**src/rtl/fwd_scoreboard.sv**
```systemverilog
// Forwarding and load-use hazard unit: shift scoreboard of in-flight writers
// producing registered EX bypass selects and a combinational load-use stall.
module fwd_scoreboard #(
    parameter int NUM_SRC  = 2,
    parameter int REG_AW   = 5,
    parameter int DEPTH    = 3,
    parameter int LOAD_LAT = 2,
    parameter int CNTW     = 16,
    localparam int SELW    = $clog2(DEPTH)
) (
    input  logic                      clk,
    input  logic                      rstn,
    input  logic                      id_valid,
    input  logic [NUM_SRC*REG_AW-1:0] id_rs,
    input  logic [NUM_SRC-1:0]        id_rs_used,
    input  logic [REG_AW-1:0]         id_rd,
    input  logic                      id_we,
    input  logic                      id_is_load,
    input  logic                      hold,
    input  logic                      flush,
    output logic                      stall,
    output logic [NUM_SRC*SELW-1:0]   fwd_sel,
    output logic [CNTW-1:0]           stall_cnt
);

    // The oldest slot (DEPTH-1) is never searched because regfile
    // write-through covers it, so only slots 0..DEPTH-2 are stored.
    localparam int NS = DEPTH - 1;

    logic [NS-1:0]     slot_v;
    logic [NS-1:0]     slot_we;
    logic [NS-1:0]     slot_ld;
    logic [REG_AW-1:0] slot_rd [NS];

    logic [NS-1:0]           writer;
    logic [NUM_SRC-1:0]      hazard;
    logic [NUM_SRC*SELW-1:0] sel_next;

    always_comb begin
        for (int k = 0; k < NS; k++) begin
            writer[k] = slot_v[k] & slot_we[k] & (slot_rd[k] != '0);
        end
    end

    // Oldest slot first so the youngest match overwrites it.
    always_comb begin
        hazard   = '0;
        sel_next = '0;
        for (int i = 0; i < NUM_SRC; i++) begin
            for (int k = NS - 1; k >= 0; k--) begin
                if (id_valid && id_rs_used[i] &&
                    (id_rs[i*REG_AW +: REG_AW] != '0) && writer[k] &&
                    (slot_rd[k] == id_rs[i*REG_AW +: REG_AW])) begin
                    sel_next[i*SELW +: SELW] = SELW'(k + 1);
                    hazard[i] = slot_ld[k] && (LOAD_LAT > k + 1);
                end
            end
        end
    end

    assign stall = (|hazard) & ~hold & ~flush;

    always_ff @(posedge clk or negedge rstn) begin
        if (!rstn) begin
            slot_v    <= '0;
            slot_we   <= '0;
            slot_ld   <= '0;
            for (int k = 0; k < NS; k++) begin
                slot_rd[k] <= '0;
            end
            fwd_sel   <= '0;
            stall_cnt <= '0;
        end else if (!hold) begin
            for (int k = 1; k < NS; k++) begin
                slot_v[k]  <= flush ? 1'b0 : slot_v[k-1];
                slot_we[k] <= slot_we[k-1];
                slot_ld[k] <= slot_ld[k-1];
                slot_rd[k] <= slot_rd[k-1];
            end
            slot_v[0]  <= (flush || stall) ? 1'b0 : id_valid;
            slot_we[0] <= id_we;
            slot_ld[0] <= id_is_load;
            slot_rd[0] <= id_rd;
            fwd_sel    <= (flush || stall) ? '0 : sel_next;
            if (stall && (stall_cnt != '1)) begin
                stall_cnt <= stall_cnt + CNTW'(1);
            end
        end
    end

endmodule

```
**config.mk**
```make
export PLATFORM = sky130hd
export DESIGN_NAME = fwd_scoreboard
export DESIGN_NICKNAME = d
export VERILOG_FILES = /design/src/rtl/fwd_scoreboard.sv
export SDC_FILE = /design/constraint.sdc
export NUM_CORES = 1
export LEC_CHECK = 0
export CAP_MARGIN = 10
export CORE_ASPECT_RATIO = 0.5
export CORE_MARGIN = 2
export CORE_UTILIZATION = 25
export CTS_CLUSTER_DIAMETER = 120
export CTS_CLUSTER_SIZE = 8
export DETAILED_ROUTE_END_ITERATION = 10
export GPL_TIMING_DRIVEN = 1
export RECOVER_POWER = 100
export SLEW_MARGIN = 15
export SYNTH_ARGS = -nofsm -noshare
export SYNTH_HDL_FRONTEND = slang
export SYNTH_SLANG_ARGS = --single-unit
export TNS_END_PERCENT = 50
```
**constraint.sdc**
```tcl
create_clock -name clk -period 2.2 [get_ports clk]
set_input_delay 0.44 -clock clk [delete_from_list [all_inputs] [get_ports clk]]
set_output_delay 0.44 -clock clk [all_outputs]
set_load 0.02 [all_outputs]
```
==> run summary <==
first-pass GRT wire length - 8114 µm
GPL Wtd Cong - 0.7892
hpwl dp - 3466 µm
Peak VDD IR - 0.2625 mV
wirelength, routed - 4852 µm
worst slew pin tran - 903.9 ps
Most common cell on crit path - or4_4
met1 wire length - 2228 µm
All-Layer GR Usage - 12.35%
Vert. Die Dim - 65.27 µm
maxcap violations - 0
synthesized area - 0.001877 mm²
DR vias/cell - 4.534
Cell Pwr Density - 558.0 mW/mm²
FFs w/ async S/R, synth - 100.0%
Area Overhead vs Synth - 57.87%
global route total overflow - 0
clock root cell - clkbuf_16
total number of vias - 1587
final setup fails - 2
sequential area share after synthesis - 46.67%
Synth warnings - 0
met3 WL - 148 µm
ratio of cells with drive above 1 in the final layout - 35.43%
max incr delay on CP - 570 ps
Cell variety after synth - 35
design area - 0.002963 mm²
drt drc - 0
period utilization - 104.7%
Period minus WS final - 2303 ps
Worst-Skew Late Latency - 270 ps
clock-pin slew of the registers on the worst-case setup and hold paths - 50 ps
top layer in use - met4
switching power total - 397.6 µW
RSZ-0062 raised after global routing - true
Net Sw Frac - 24.04%
NumNets Final - 278
Most used DFF post-synth - dfrtp_1
P_leak - 1.310 nW
CP Capture Type - output port
Mapped Nets - 192
status - finished, violations left
CTS tree - built
failing checks - setup timing
post-layout util - 40.62%
post-route setup slack - -102.9 ps
drt wl/cell - 13.86 µm
Setup TNS - -118.4 ps
critical path data required time - 1760 ps
CP Max Fanout - 4
Inserted Clock Buffers - 5
Initial Util - 25.73%
CP arrival - 1860 ps
CTS H-tree depth - 2
Core ar. - 0.007295 mm²
worst hold path type - reg -> reg
largest net degree at the start of global routing - 36
Hold-fix buffers, CTS - 0
Avg Cell Area, Syn - 11.24 µm²
fmax - 434.2 MHz
commonest non-fill, non-tap cell in the layout - buf_4
Logic pwr share - 16.4%
final slew viol count - 0
Post-Synthesis Cells - 167
Worst path slowest cell - or4_4
most frequent cells in the layout - buf_4 (34), dfrtp_1 (30), dlygate4sd3_1 (21), xnor2_1 (18), nand2_1 (17)
final hold vios - 0
PortBufs - 44
clock share of power - 39.8%
Placed Area - 0.002651 mm²
Post-synth EDFFs - 0
initial antenna violation count - 0
IO Pins - 45
Sequential Power Share - 43.9%
n_diodes - 0
Yosys reg bits - 35
die area - 0.008258 mm²
met2 routed WL - 2416 µm
clock sink total - 35
crit path cell chain - or4_4 > o211ai_4 > or4_4 > a21oi_4 > buf_6
antenna-violating nets left - 0
drt pass-1 iters - 4
Worst slew margin - 39.74%
Die Wd - 126.5 µm
Cell Int Power - 1.256 mW
CP Launch Type - flip-flop
Crit Path Category - reg -> out
vias in the first global route - 1726
Clock Tree Buf Depth - 2
Pwr Total - 1.653 mW
Min Hold Slack - 480.7 ps
row cnt - 22
clk_skew - 2.685 ps
Iter 0 DRT Violations - 27
-- cells by family (layout without fill, tap and decap cells) --
logic type	after synthesis	count (layout)	synth area share, %
simple gates	63	63	19.07
flops	35	35	46.67
xor+xnor	33	33	15.40
compound gates	16	16	7.800
mux	15	15	9.200
buf+inv	4	91	1.199
fa+ha+maj	1	1	0.6666
-- state kept, by name, indices dropped and copies added (netlist names) --
name       cells
stall_cnt     16
slot_rd       10
fwd_sel        4
slot_v         2
slot_we        2
slot_ld        1
-- cell type report --
| type | count | area, µm² |
|---|---|---|
| fillers | 683 | 4332 |
| clock inverters | 1 | 5.005 |
| well taps | 96 | 120.1 |
| multi-input cells | 128 | 1099 |
| clock buffers | 7 | 132.6 |
| repair buffers | 82 | 720.7 |
| inverters | 1 | 3.754 |
| flip-flops and latches | 35 | 882.1 |
-- final timing paths --
path / from / end / slack (ps) / cells past startpoint
min: stall_cnt[6]$_DFFE_PN0P_ / stall_cnt[6]$_DFFE_PN0P_ / 480 / 1
max: slot_rd[6]$_DFFE_PN0N_ / stall / -100 / 5
max reg2reg: slot_rd[6]$_DFFE_PN0N_ / stall_cnt[1]$_DFFE_PN0P_ / -20 / 6
min reg2reg: stall_cnt[6]$_DFFE_PN0P_ / stall_cnt[6]$_DFFE_PN0P_ / 480 / 1
max in group asynchronous: rstn / slot_rd[9]$_DFFE_PN0N_ / 750 / 2
min in group asynchronous: rstn / slot_rd[3]$_DFFE_PN0N_ / 820 / 2
-- power by group through the flow --
stage	clock network (mW)	logic, mW	registers [mW]
finish	0.657	0.271	0.725
global route	0.710	0.298	0.731
CTS	0.678	0.262	0.724
detailed placement	0	0.243	0.734
global placement	0	0.238	0.735
floorplan	0	0.116	0.723
-- repair_timing --
item / CTS / global route
setup endpoints to repair: 17 / 17
gates resized for setup: 39 / 15
setup buffers: 6 / 1
gates cloned: 0 / 0
pin swaps: 9 / 10
-- synth_stat cells (2+ instances only) --
library cell	n	area, µm²
nor4_1	3	18.77
and3_1	3	18.77
nand4_1	4	25.02
and2_1	2	12.51
o21ai_1	2	10.01
nand2_1	18	67.56
o2111ai_1	2	17.52
nor3_1	7	35.03
o21ai_0	2	10.01
nand3_1	9	45.04
a21oi_1	2	10.01
nor4_4	2	42.54
mux2_2	13	146.4
xnor2_1	21	183.9
dfrtp_1	35	875.8
nor2_1	6	22.52
xor2_1	12	105.1
or4_1	5	37.54
o211ai_2	2	25.02
a22o_1	2	17.52
-- per-stage QoR --
step	std cells	setup WS (ps)
after floorplan	167	125.2
after global placement	335	-811.8
after detailed placement	335	-791.2
after CTS	349	-91.48
after global routing	350	-154.9
final	350	-102.9
-- critical path, delay by kind of cell, from the launching register on --
kind            cells  cell delay, ps
simple gates        2             760
flops               1             440
compound gates      2             270
buf+inv             1             130
-- metal layers --
layer | up-vias | global-route usage (%)
met2 | 19 | 21.52
met1 | 778 | 15.36
met5 | - | 0
met4 | 0 | 3.709
li1 | 782 | -
met3 | 8 | 3.013
Note: power is estimated with default switching activity, not from simulation.
